==> src/rtl/pipeline_hazard_ctrl.sv <==
// pipeline_hazard_ctrl
//   Hazard and multi-cycle scheduler for the 5-stage pipeline.
//   - Detects load-use hazards between the instruction in decode and the
//     instruction in ID/EX, and inserts one bubble.
//   - Sequences the shared multiply/divide unit while an M instruction
//     occupies EX (IDLE -> BUSY -> DONE -> IDLE).
//   - Squashes IF/ID on a taken branch or jump resolved in EX.
// Ports:
//   clk, reset                      clock, asynchronous active-high reset
//   rs1_IF, rs2_IF, is_rs*_used     sources of the decoding instruction
//   rd_EX, rf_wr_en_EX, dm_rd_ctrl_EX, m_sel_EX, m_div_EX, jump_EX
//                                   fields of the instruction in ID/EX
//   stall_IF/ID/EX, flush_IF/ID     pipeline holds and squashes
//   m_start, m_valid, m_busy        M-unit handshake
//   stall_count                     saturating count of stall_IF cycles
module pipeline_hazard_ctrl #(
  parameter int MUL_LAT = 3,
  parameter int DIV_LAT = 33
) (
  input  logic        clk,
  input  logic        reset,
  input  logic [4:0]  rs1_IF,
  input  logic [4:0]  rs2_IF,
  input  logic        is_rs1_used,
  input  logic        is_rs2_used,
  input  logic [4:0]  rd_EX,
  input  logic        rf_wr_en_EX,
  input  logic [2:0]  dm_rd_ctrl_EX,
  input  logic        m_sel_EX,
  input  logic        m_div_EX,
  input  logic        jump_EX,
  output logic        stall_IF,
  output logic        stall_ID,
  output logic        stall_EX,
  output logic        flush_IF,
  output logic        flush_ID,
  output logic        m_start,
  output logic        m_valid,
  output logic        m_busy,
  output logic [31:0] stall_count
);

  typedef enum logic [1:0] {IDLE, BUSY, DONE} state_t;

  // The START cycle is spent in IDLE, so BUSY needs LAT-1 cycles:
  // counting down from LAT-2 to 0 inclusive.
  localparam logic [5:0] MUL_CNT = 6'(MUL_LAT - 2);
  localparam logic [5:0] DIV_CNT = 6'(DIV_LAT - 2);

  state_t      state_reg;
  logic [5:0]  cnt_reg;
  logic [31:0] stall_count_reg;
  logic        lu;

  assign lu = (dm_rd_ctrl_EX != 3'd0) && rf_wr_en_EX && (rd_EX != 5'd0) &&
              ((is_rs1_used && (rs1_IF == rd_EX)) ||
               (is_rs2_used && (rs2_IF == rd_EX)));

  // Outputs are combinational from state and inputs; gating with reset
  // forces them low for the whole time reset is held.
  always_comb begin
    stall_IF = 1'b0;
    stall_ID = 1'b0;
    stall_EX = 1'b0;
    flush_IF = 1'b0;
    flush_ID = 1'b0;
    m_start  = 1'b0;
    m_valid  = 1'b0;
    m_busy   = 1'b0;
    if (!reset) begin
      case (state_reg)
        IDLE: begin
          if (m_sel_EX) begin
            m_start  = 1'b1;
            m_busy   = 1'b1;
            stall_IF = 1'b1;
            stall_ID = 1'b1;
            stall_EX = 1'b1;
          end else if (jump_EX) begin
            // A concurrent load-use is moot: the consumer is squashed.
            flush_IF = 1'b1;
            flush_ID = 1'b1;
          end else if (lu) begin
            // Hold IF, bubble into ID/EX; the load moves on to MEM.
            stall_IF = 1'b1;
            flush_ID = 1'b1;
          end
        end
        BUSY: begin
          stall_IF = 1'b1;
          stall_ID = 1'b1;
          stall_EX = 1'b1;
          m_busy   = 1'b1;
        end
        DONE: begin
          m_valid = 1'b1;
        end
        default: ;
      endcase
    end
  end

  always_ff @(posedge clk or posedge reset) begin
    if (reset) begin
      state_reg <= IDLE;
      cnt_reg   <= 6'd0;
    end else begin
      case (state_reg)
        IDLE: begin
          if (m_sel_EX) begin
            cnt_reg   <= m_div_EX ? DIV_CNT : MUL_CNT;
            state_reg <= BUSY;
          end
        end
        BUSY: begin
          if (cnt_reg == 6'd0) state_reg <= DONE;
          else                 cnt_reg   <= cnt_reg - 6'd1;
        end
        // m_sel_EX is still high in DONE for the finishing instruction;
        // ignoring it prevents a spurious restart.
        DONE:    state_reg <= IDLE;
        default: state_reg <= IDLE;
      endcase
    end
  end

  always_ff @(posedge clk or posedge reset) begin
    if (reset) begin
      stall_count_reg <= 32'd0;
    end else if (stall_IF && (stall_count_reg != 32'hFFFF_FFFF)) begin
      stall_count_reg <= stall_count_reg + 32'd1;
    end
  end

  assign stall_count = stall_count_reg;

endmodule

==> config.mk <==
export PLATFORM = sky130hd
export DESIGN_NAME = pipeline_hazard_ctrl
export DESIGN_NICKNAME = d
export VERILOG_FILES = /design/src/rtl/pipeline_hazard_ctrl.sv
export SDC_FILE = /design/constraint.sdc
export NUM_CORES = 1
export LEC_CHECK = 0
export BUFFER_PORTS_ARGS = -buffer_cell sky130_fd_sc_hd__buf_2
export CORE_MARGIN = 1
export CORE_UTILIZATION = 45
export CTS_CLUSTER_SIZE = 8
export DETAILED_ROUTE_END_ITERATION = 6
export PLACE_DENSITY = 0.72
export REMOVE_ABC_BUFFERS = 1
export SYNTH_ARGS = -nofsm -noshare
export SYNTH_HDL_FRONTEND = slang
export SYNTH_SLANG_ARGS = --single-unit
==> constraint.sdc <==
create_clock -name clk -period 2.5 [get_ports clk]
set_input_delay 0.125 -clock clk [delete_from_list [all_inputs] [get_ports clk]]
set_output_delay 0.125 -clock clk [all_outputs]
set_load 0.03 [all_outputs]
---- Word level (Yosys, flattened, before mapping) ----
Index checks and enable logic that the tools add are counted.
word-level totals
  register bits ........................... 40
  RAM bits ................................ 0
  memories ................................ 0
  memory bits (read-only) ................. 0
  input port bits ......................... 26
  bits in latches ......................... 0
operators by class
  shifts and indexed selects .............. 0
  multipliers ............................. 0
  mux-type cells .......................... 27
  eq/ne operators ......................... 8
  order comparisons ....................... 0
  reduce and logical (&&, ||, !) cells .... 14
  add/subtract/negate cells ............... 2
  bitwise logic cells ..................... 0
  div/mod/pow operators ................... 0
operator list
  operator                                                             count
  32-bit by 1-bit adder with 32-bit output (second input constant)     1
  32-bit inequality test (second input constant)                       1
  1-bit 2-to-1 mux                                                     18
  6-bit 2-to-1 mux                                                     2
  6-bit one-hot mux with 2 select lines                                1
  5-bit == test                                                        2
  1-bit logical AND                                                    6
  6-bit zero test                                                      1
  2-bit inequality test (second input constant)                        3
  6-bit by 1-bit subtractor with 6-bit output (second input constant)  1
  5-bit 2-to-1 mux                                                     1
  5-bit nonzero test                                                   1
  2-bit 2-to-1 mux                                                     2
  1-bit one-hot mux with 2 select lines                                2
  2-bit one-hot mux with 2 select lines                                1
  3-bit AND reduction                                                  1
  3-bit nonzero test                                                   1
  2-bit by 1-bit == test with 1-bit output (second input constant)     1
  2-bit == test (second input constant)                                1
  2-bit zero test                                                      1
  2-bit AND reduction                                                  1
  2-bit nonzero test                                                   1
  1-bit logical OR                                                     1

---- Logic depth before layout (Yosys ltp) ----
Gate-level depths: netlist of the first run.
  depth after elaboration ................. 10
  depth in mapped cells ................... 9
  depth with buffers taken out ............ 8

---- Worst setup path after synthesis of the first run ----
OpenSTA, ideal clock, no wires.
  path type ............................... register -> register
  from .................................... reg state_reg[1]
  to ...................................... reg stall_count_reg[3], in the netlist stall_count[3]
  data arrival time ....................... 2.367 ns
  path slack .............................. -0.002 ns
  required time ........................... 2.365 ns
  clock period less this slack ............ 2.502 ns
  setup time .............................. 0.135 ns
  stages on the path, launching flop included .. 8
  cells stage by stage .................... dfrtp_1 nor3_1 o21bai_4 o21a_1 buf_6 buf_12 nand4_4 xnor2_2
on the way
  cells in the longest elaborated chain, start to end .. 4
  elaborated cells on any way between the ends .. 5
ends and longest elaborated chain
  item                                                                         line  source
  start, declared                                                              50    state_t state_reg;
  start signal, assigned                                                       105   state_reg <= IDLE;
  start signal, assigned                                                       112   state_reg <= BUSY;
  start signal, assigned                                                       116   if (cnt_reg == 6'd0) state_reg <= DONE;
  2-bit by 1-bit == test with 1-bit output or 2-bit zero test (tied branches)  71    case (state_reg)
  1-bit one-hot mux with 2 select lines *                                      71
  1-bit 2-to-1 mux *                                                           70    if (!reset) begin
  via stall_IF                                                                 32    output logic stall_IF,
  1-bit logical AND *                                                          130   end else if (stall_IF && (stall_count_reg != 32'hFFFF_FFFF)) begin
  end signal, assigned                                                         131   stall_count_reg <= stall_count_reg + 32'd1;
  end, declared                                                                52    logic [31:0] stall_count_reg;
Mark *: on every way through the listed nets, which the timed path passes. The rest lies on a longest branch.
A chain may end at the register's enable or synchronous reset.

---- Final worst setup path of the first run ----
  from .................................... reg stall_count_reg[0], in the netlist stall_count[0]
  to ...................................... reg stall_count_reg[25], in the netlist stall_count[25]
on the way
  cells in the longest elaborated chain, start to end .. 2
  elaborated cells on any way between the ends .. 3
ends and longest elaborated chain
  item
  parallel branches: the longest is 2 deep, another holds 32-bit by 1-bit adder with 32-bit output
Parallel ways; which one is timed is not known.

==> flow_summary.json, run 1 <==
{
  "clockBufferDepth": 2,
  "diodes": 0,
  "seq_area_frac_synth_pct": 44.1,
  "ff2ff_setup_slack_ps": 290,
  "slowest_stage": "dfrtp_1",
  "syn_avg_cell_area_um2": 10.2,
  "grt_pass1_wl_mm": 7.18,
  "track_usage_pct": 17.5,
  "synth_warnings": 0,
  "drt_iter0_drc": 42,
  "antenna_left": 0,
  "place_congestion": 0.808,
  "drive_above_1_share_pct": 32.2,
  "finalSetupViolCount": 0,
  "critical_path_arrival_ps": 2430,
  "std_cell_rows": 25,
  "ys_seq_elements": 40,
  "dpl_worst_slack_ps": 208,
  "timing.rr.end": "stall_count[25]",
  "via_count": 1844,
  "status": "finished, violations left",
  "cts.htree.levels": 2,
  "area_growth_pct": 22.3,
  "cpMostUsedCell": "nand4_1",
  "instances_no_fill": 359,
  "postCtsHoldBufs": 0,
  "clkLatencyLatePin_ps": 290,
  "crit_path_cell_trace": "ha_1 > nand3_1 > nor4_4 > nand4_1 > o21a_1 > buf_4 > nand4_1 > xnor2_1",
  "rsz0062_at_grt": "false",
  "cts_buffers": 5,
  "placed_area_um2": 2650,
  "finalHoldViolCount": 15,
  "path_buf_inv": 1,
  "largest_register_ffs": 32,
  "drtPass1Iterations": 4,
  "crit_fanout": 12,
  "hpwl_mm": 3.37,
  "overflow": 0,
  "start_util_pct": 47.5,
  "post-route-cell-area_um2": 2780,
  "timing.final.crit_share_pct": 88.5,
  "fp.dieH_um": 73.1,
  "worstSetupPathType": "flip-flop to flip-flop",
  "worstSetupEndpointType": "flip-flop",
  "die_w_um": 73.1,
  "dieArea_um2": 5340,
  "crit_path_start_kind": "flip-flop",
  "clk_pin_slew_ps": 80,
  "cts.sinks": 40,
  "layout_setup_ws_ps": 288,
  "wl_per_cell_um": 12.5,
  "core_area_um2": 4790,
  "register_area_um2": 1000,
  "reg2regPathDepth": 8,
  "totalWireLength_mm": 4.50,
  "drv_slew": 0,
  "max_cap_viol_count": 0,
  "worstReg2RegStart": "stall_count[0]",
  "multi_input_area_um2": 1190,
  "route.detailed.drc": 0,
  "postCtsSetupRepairBufs": 0,
  "antenna_found_initial": 0,
  "cts_tree": "yes",
  "relSlewSlack_pct": 67.0,
  "clock-root-buffer": "clkbuf_8",
  "finalPower_mw": 2.25,
  "ir_drop_v": 0.000689,
  "grt_max_degree": 41,
  "grt_pass1_vias": 1612,
  "port_buffers": 65,
  "failed_checks": "hold timing",
  "power_leakage_nw": 1.37,
  "final_nets": 321,
  "worst_path_largest_cell_delay_ps": 470,
  "period_needed_ps": 2210,
  "fillers": 431,
  "hold_path_class": "input port to async pin",
  "ios": 66,
  "netlist_instances": 222,
  "hold_ws_ps": -8.85,
  "clock_skew_ps": 9.20,
  "fmax_mhz": 452,
  "cts-resized-gates": 0,
  "synthesis.area_um2": 2270,
  "critPathRequiredTime_ps": 2710,
  "power_density_nw_per_um2": 811,
  "synth_cell_type_count": 40,
  "vias_per_cell": 5.14,
  "dp.cells": 352,
  "worst_pin_slew_ps": 496,
  "path_delay_family": "simple AND/OR/NAND/NOR gates"
}
## cells in the mapped netlist
library cell	count	area (um^2)
inv_1	6	22.5
nand2b_1	1	6.26
xnor2_2	2	32.5
nand4_1	12	75.1
nor2b_1	2	12.5
o211ai_1	2	15.0
dfrtp_1	40	1000
and3_1	9	56.3
nor2_1	17	63.8
ha_1	3	37.5
and2_1	3	18.8
xor2_1	13	114
clkbuf_1	1	3.75
o22ai_1	1	6.26
o21ba_2	1	10.0
a32oi_1	1	8.76
nand3_2	5	50.1
a21oi_1	3	15.0
buf_6	2	22.5
nand2_1	22	82.6
buf_12	1	20.0
nor4_2	1	12.5
nor4_1	2	12.5
or2_2	2	12.5
mux2_2	2	22.5
nand3b_1	1	7.51
buf_4	2	15.0
nand3_1	13	65.1
nor3_1	10	50.1
and2b_1	1	7.51
o21a_1	3	22.5
o21ai_0	4	20.0
nand4_4	2	42.5
o21bai_4	1	18.8
nor4_4	2	42.5
xnor2_1	25	219
o31ai_1	1	7.51
and2_0	1	6.26
nor3b_1	1	7.51
or2_0	1	6.26
## where the power goes
| group | leakage [nW] | switching, mW | internal (mW) |
|---|---|---|---|
| clock network | 0.0642 | 0.215 | 0.393 |
| logic | 0.768 | 0.451 | 0.289 |
| registers | 0.534 | 0.148 | 0.759 |
| total | 1.37 | 0.814 | 1.44 |
## worst reg2reg max path, cell delays in order, from the launching register on
cell     delay (ps)
dfrtp_1         470
ha_1            230
nand3_1         160
nor4_4          280
nand4_1         180
o21a_1          340
buf_4           250
nand4_1         120
xnor2_1         120
## placed cells by master (no fill, tap or decap), types with 3 or more instances in the layout
cell type and instances:
buf_4 4, nand4_1 12, nor2_1 17, inv_1 6
buf_2 65, xor2_1 13, nand3_2 5, clkbuf_8 5
nor3_1 10, and2_1 3, o21ai_0 4, xnor2_1 25
a21oi_1 3, dfrtp_1 40, o21a_1 3, nand2_1 22
and3_1 9, nand3_1 13, ha_1 3
## how the worst max path moves through the flow
stage,start,end,slack (ps),cells after the start
2_1_floorplan,state_reg[1],stall_count[1],-1650,4
3_3_place_gp,stall_count[0],stall_count[25],250,8
3_5_place_dp,stall_count[0],stall_count[25],210,8
4_1_cts,stall_count[0],stall_count[25],180,8
5_1_grt,stall_count[0],stall_count[27],70,8
6_report,stall_count[0],stall_count[25],290,8
## routing by layer
layer  routed length, um  up-vias  GRT usage (%)  part of all wire [%]
met5                   0        -              0                     0
met4                  38        0           5.01                  0.85
met1                2170      865           22.4                    48
met3                 291        5           4.42                   6.5
li1                    -      910              -                     -
met2                2000       64           29.1                    44
## cell type report
cell class                      count  share of cell area (%)
Inverter                            6                   0.810
Clock inverter                      2                    2.16
Tap cell                           67                    3.02
Timing Repair Buffer               69                    12.8
Clock buffer                        5                    2.48
Sequential cell                    40                    36.0
Multi-Input combinational cell    170                    42.7
## per-stage QoR
step / hold WS, ps / setup TNS (ps) / util (%)
floorplan: 277 / -45960 / -
global placement: 320 / 0 / 55.4
detailed placement: 327 / 0 / 55.4
CTS: 10.3 / 0 / 58.1
global route: 59.9 / 0 / 58.1
finish: -8.85 / 0 / 58.1
## kinds of logic (layout without fill, tap and decap cells)
group	Yosys count	count (layout)	synth area share [%]
compound gates	17	17	5.45
buf+inv	12	82	3.69
fa+ha+maj	3	3	1.65
simple gates	108	108	28.1
flops	40	40	44.1
xor+xnor	40	40	16.1
mux	2	2	0.991
Note: power is estimated with default switching activity, not from simulation.
==> run 2: changes to the inputs <==
--- a/config.mk
+++ b/config.mk
@@ -11,7 +11,6 @@
 export CTS_CLUSTER_SIZE = 8
 export DETAILED_ROUTE_END_ITERATION = 6
 export PLACE_DENSITY = 0.72
-export REMOVE_ABC_BUFFERS = 1
 export SYNTH_ARGS = -nofsm -noshare
 export SYNTH_HDL_FRONTEND = slang
 export SYNTH_SLANG_ARGS = --single-unit
==> run 2 against run 1 <==
Effect of this change:
- the flow now finishes without violations
- clock skew rose by 2.8 ps
- final cell count fell by 0.28%
- maximum frequency rose by 1.5%
- die area did not move
- combinational power barely moved
- clock-buffer cell count rose by 1
- sequential power fell by 0.4%
- final area fell by 1.0%
- critical path type unchanged
- largest cell class unchanged
- highest routed layer unchanged
==> flow_summary.json, run 2 (synthesis results as in run 1) <==
{
  "status": "finished, final reports clean",
  "pwr-share-clk_pct": 21.4,
  "via_count": 1789,
  "cts-resized-gates": 0,
  "layout_common_cells": "65 x buf_2, 40 x dfrtp_1, 25 x xnor2_1",
  "worstReg2RegStart": "stall_count[0]",
  "syn_nets": 251,
  "cp-startpoint": "stall_count[0]",
  "hold_ws_ps": 0.508,
  "largest_register_ffs": 32,
  "cts.sinks": 40,
  "layout_setup_ws_ps": 321,
  "overflow": 0,
  "clockBufferDepth": 2,
  "wl_per_cell_um": 12.6,
  "switching_power_mw": 0.819,
  "postCtsHoldBufs": 0,
  "dpl_worst_slack_ps": 334,
  "rsz0062_at_grt": "false",
  "power_leakage_nw": 1.34,
  "core_area_um2": 4790,
  "critPathRequiredTime_ps": 2690,
  "relSlewSlack_pct": 66.7,
  "period_needed_ps": 2180,
  "std_cell_rows": 25,
  "hpwl_mm": 3.44,
  "place_congestion": 0.766,
  "p_sw_share_pct": 39.1,
  "port_buffers": 65,
  "seqPwrFrac_pct": 43.1,
  "drv_slew": 0,
  "worst_pin_slew_ps": 500,
  "finalSetupViolCount": 0,
  "grt_pass1_vias": 1684,
  "drtPass1Iterations": 4,
  "critical_path_arrival_ps": 2370,
  "cts_buffers": 5,
  "die_w_um": 73.1,
  "hold_path_class": "input port to async pin",
  "clock_skew_ps": 12.0,
  "ios": 66,
  "timing.rr.end": "stall_count[1]",
  "grt_max_degree": 41,
  "ir_drop_v": 0.000530,
  "p_comb_share_pct": 35.5,
  "drt_iter0_drc": 78,
  "fmax_mhz": 459,
  "post-route-util_pct": 57.5,
  "layout_commonest_cell": "buf_2",
  "clkLatencyLatePin_ps": 290,
  "track_usage_pct": 18.9,
  "grt_pass1_wl_mm": 7.79,
  "antenna_left": 0,
  "clock-root-buffer": "clkbuf_8",
  "clk_pin_slew_ps": 80,
  "fin_setup_tns_ps": 0,
  "crit_path_start_kind": "flip-flop",
  "totalWireLength_mm": 4.52,
  "cts_tree": "yes",
  "finalHoldViolCount": 0,
  "final_nets": 319,
  "crit_fanout": 26,
  "worstSetupEndpointType": "flip-flop",
  "antenna_found_initial": 0,
  "timing.final.crit_share_pct": 87.1,
  "route.detailed.drc": 0,
  "cts.htree.levels": 2,
  "postCtsSetupRepairBufs": 0,
  "start_util_pct": 47.5,
  "worstSetupPathType": "flip-flop to flip-flop",
  "p_int_mw": 1.27,
  "diodes": 0,
  "dieArea_um2": 5340,
  "max_cap_viol_count": 0,
  "fp.dieH_um": 73.1,
  "drive_above_1_share_pct": 32.3,
  "power_density_nw_per_um2": 761,
  "area_growth_pct": 21.0,
  "ff2ff_setup_slack_ps": 320,
  "reg2regPathDepth": 7,
  "vias_per_cell": 5.00
}
## run 2: cell count changes in the layout (fill, tap and decap cells not counted)
cell        delta
clkinvlp_4     +2
nor3_1         -1
clkbuf_8       +1
bufinv_16      -2
buf_12         +1
nor3_2         +1
buf_4          -3
## run 2: cell type report
cell class | count | area, um^2
Fill cell | 441 | 2040
Sequential cell | 40 | 1000
Tap cell | 67 | 83.8
Multi-Input combinational cell | 170 | 1190
Clock buffer | 6 | 82.6
Inverter | 6 | 22.5
Timing Repair Buffer | 67 | 353
Clock inverter | 2 | 15.0
## run 2: metal layers
metal  GRT usage (%)  vias up  wire (um)
li1                -      904          -
met1            24.4      836       2170
met2            30.5       47       2060
met3            4.70        2        255
met4            7.19        0         29
met5               0        -          0
## run 2: worst max-delay path by stage
stage                           end  slack (ps)  cells past startpoint
floorplan            stall_count[3]         320                      9
global placement     stall_count[1]         440                      7
detailed placement   stall_count[1]         330                      7
CTS                  stall_count[1]         300                      7
global route        stall_count[26]         130                      8
finish               stall_count[1]         320                      7
## run 2: power by group through the flow
stage	Combinational, mW	Sequential, mW	Clock (mW)
final	0.743	0.902	0.448
after detailed placement	0.749	0.912	0
after global routing	0.826	0.921	0.490
after floorplan	0.506	0.986	0
after global placement	0.735	0.906	0
after CTS	0.750	0.901	0.469
## run 2: per-stage QoR
step,total power [mW],instances,cell area (um^2)
2_1_floorplan,1.49,222,2280
3_3_place_gp,1.64,350,2650
3_5_place_dp,1.66,350,2650
4_1_cts,2.12,358,2750
5_1_grt,2.24,358,2750
6_report,2.09,358,2750
## run 2: critical path, stage by stage, from the launching register on
cell	delay, ps
dfrtp_1	480
ha_1	230
nand3_1	150
nor4_4	330
nand4_1	180
o21a_1	250
buf_12	170
mux2_2	270
==> run 3: changes to the inputs <==
--- a/config.mk
+++ b/config.mk
@@ -11,6 +11,7 @@
 export CTS_CLUSTER_SIZE = 8
 export DETAILED_ROUTE_END_ITERATION = 6
 export PLACE_DENSITY = 0.72
+export RECOVER_POWER = 100
 export SYNTH_ARGS = -nofsm -noshare
 export SYNTH_HDL_FRONTEND = slang
 export SYNTH_SLANG_ARGS = --single-unit
==> run 3 against run 2 <==
Effect of this change:
- final cell count is the same
- wire length is 0.75% higher
- setup slack improved by 99 ps
- the run now ends with capacitance limit, slew limit left
- clock-buffer cell count unchanged
- largest power group unchanged
- final area shrank 4.5%
==> flow_summary.json, run 3 (synthesis results as in run 1) <==
{
  "status": "finished, violations left",
  "failed_checks": "capacitance limit, slew limit",
  "drive_above_1_share_pct": 15.1,
  "timing.final.crit_share_pct": 83.2,
  "drtPass1Iterations": 4,
  "start_util_pct": 47.5,
  "cts_buffers": 5,
  "drt_iter0_drc": 75,
  "port_buffers": 65,
  "power_density_nw_per_um2": 777,
  "min-delay-start": "m_div_EX",
  "cts-resized-gates": 0,
  "cp-startpoint": "stall_count[0]",
  "p_sw_share_pct": 39.1,
  "final_nets": 319,
  "ios": 66,
  "via_count": 1799,
  "track_usage_pct": 18.9,
  "post-route-util_pct": 54.9,
  "grt_pass1_vias": 1684,
  "rsz0062_at_grt": "false",
  "instances_no_fill": 358,
  "worstSetupPathType": "flip-flop to flip-flop",
  "drv_slew": 41,
  "core_area_um2": 4790,
  "ir_drop_v": 0.000499,
  "diodes": 0,
  "fp.dieH_um": 73.1,
  "relSlewSlack_pct": -40.7,
  "pwr-share-clk_pct": 22.0,
  "area_growth_pct": 15.6,
  "post-route-cell-area_um2": 2630,
  "route.detailed.drc": 0,
  "postCtsSetupRepairBufs": 0,
  "largest_register_ffs": 32,
  "clkLatencyLatePin_ps": 300,
  "layout_common_cells": "40 x dfrtp_1, 40 x clkbuf_1, 26 x buf_2",
  "antenna_found_initial": 0,
  "holdPathEnd": "cnt_reg[4]",
  "cts.sinks": 40,
  "syn_nets": 251,
  "wl_per_cell_um": 12.7,
  "fmax_mhz": 481,
  "worst_pin_slew_ps": 2110,
  "finalHoldViolCount": 0,
  "antenna_left": 0,
  "p_comb_share_pct": 34.3,
  "hpwl_mm": 3.44,
  "place_congestion": 0.766,
  "overflow": 0,
  "seqPwrFrac_pct": 43.6,
  "power_leakage_nw": 1.16,
  "cts.htree.levels": 2,
  "critical_path_arrival_ps": 2270,
  "critPathRequiredTime_ps": 2690,
  "grt_pass1_wl_mm": 7.79,
  "hold_path_class": "input port to flip-flop",
  "worstReg2RegStart": "stall_count[0]",
  "std_cell_rows": 25,
  "clock-root-buffer": "clkbuf_8",
  "postCtsHoldBufs": 0,
  "p_int_mw": 1.24,
  "switching_power_mw": 0.798,
  "finalPower_mw": 2.04,
  "grt_max_degree": 41,
  "fillers": 472,
  "crit_path_start_kind": "flip-flop",
  "dieArea_um2": 5340,
  "dpl_worst_slack_ps": 334,
  "vias_per_cell": 5.03,
  "cts_tree": "yes",
  "finalSetupViolCount": 0,
  "layout_setup_ws_ps": 420,
  "hold_ws_ps": 103,
  "clock_skew_ps": 12.2,
  "hold_depth": 3,
  "crit_fanout": 26,
  "period_needed_ps": 2080,
  "worstSetupEndpointType": "flip-flop",
  "clockBufferDepth": 2,
  "reg2regPathDepth": 7,
  "die_w_um": 73.1,
  "clk_pin_slew_ps": 80,
  "ff2ff_setup_slack_ps": 420,
  "placed_area_um2": 2650,
  "timing.rr.end": "stall_count[1]",
  "max_cap_viol_count": 1,
  "dp.cells": 350,
  "totalWireLength_mm": 4.56,
  "fin_setup_tns_ps": 0
}
[run 3: worst max path at each step]
stage,cells past startpoint,slack [ps],to
2_1_floorplan,9,320,stall_count[3]
3_3_place_gp,7,440,stall_count[1]
3_5_place_dp,7,330,stall_count[1]
4_1_cts,7,300,stall_count[1]
5_1_grt,3,140,cnt_reg[1]
6_report,7,420,stall_count[1]
[run 3: power groups by stage]
stage / logic [mW] / registers, mW / clock network [mW]
after detailed placement: 0.749 / 0.912 / 0
after global placement: 0.735 / 0.906 / 0
after floorplan: 0.506 / 0.986 / 0
after global routing: 0.787 / 0.911 / 0.490
after CTS: 0.750 / 0.901 / 0.469
final: 0.701 / 0.891 / 0.449
[run 3: final cells by class]
| cell class | count | area (um^2) | area share, % |
|---|---|---|---|
| multi-input combinational | 170 | 1120 | 42.7 |
| sequential | 40 | 1000 | 38.1 |
| timing repair buffer | 67 | 300 | 11.4 |
| tap | 67 | 83.8 | 3.19 |
| clock buffer | 6 | 82.6 | 3.14 |
| inverter | 6 | 22.5 | 0.858 |
| clock inverter | 2 | 15.0 | 0.572 |
[run 3: worst max-delay path, cell delays in order, from the launching register on]
cell,delay [ps]
dfrtp_1,450
ha_1,220
nand3_1,150
nor4_4,300
nand4_1,180
o21a_1,250
buf_12,170
mux2_2,270
[run 3: routing by layer]
metal | up-vias | share of wire, % | track usage (%) | routed length, um
li1 | 904 | - | - | -
met1 | 842 | 48 | 24.4 | 2210
met2 | 51 | 45 | 30.5 | 2060
met3 | 2 | 5.7 | 4.70 | 261
met4 | 0 | 0.64 | 7.19 | 29
met5 | - | 0 | 0 | 0
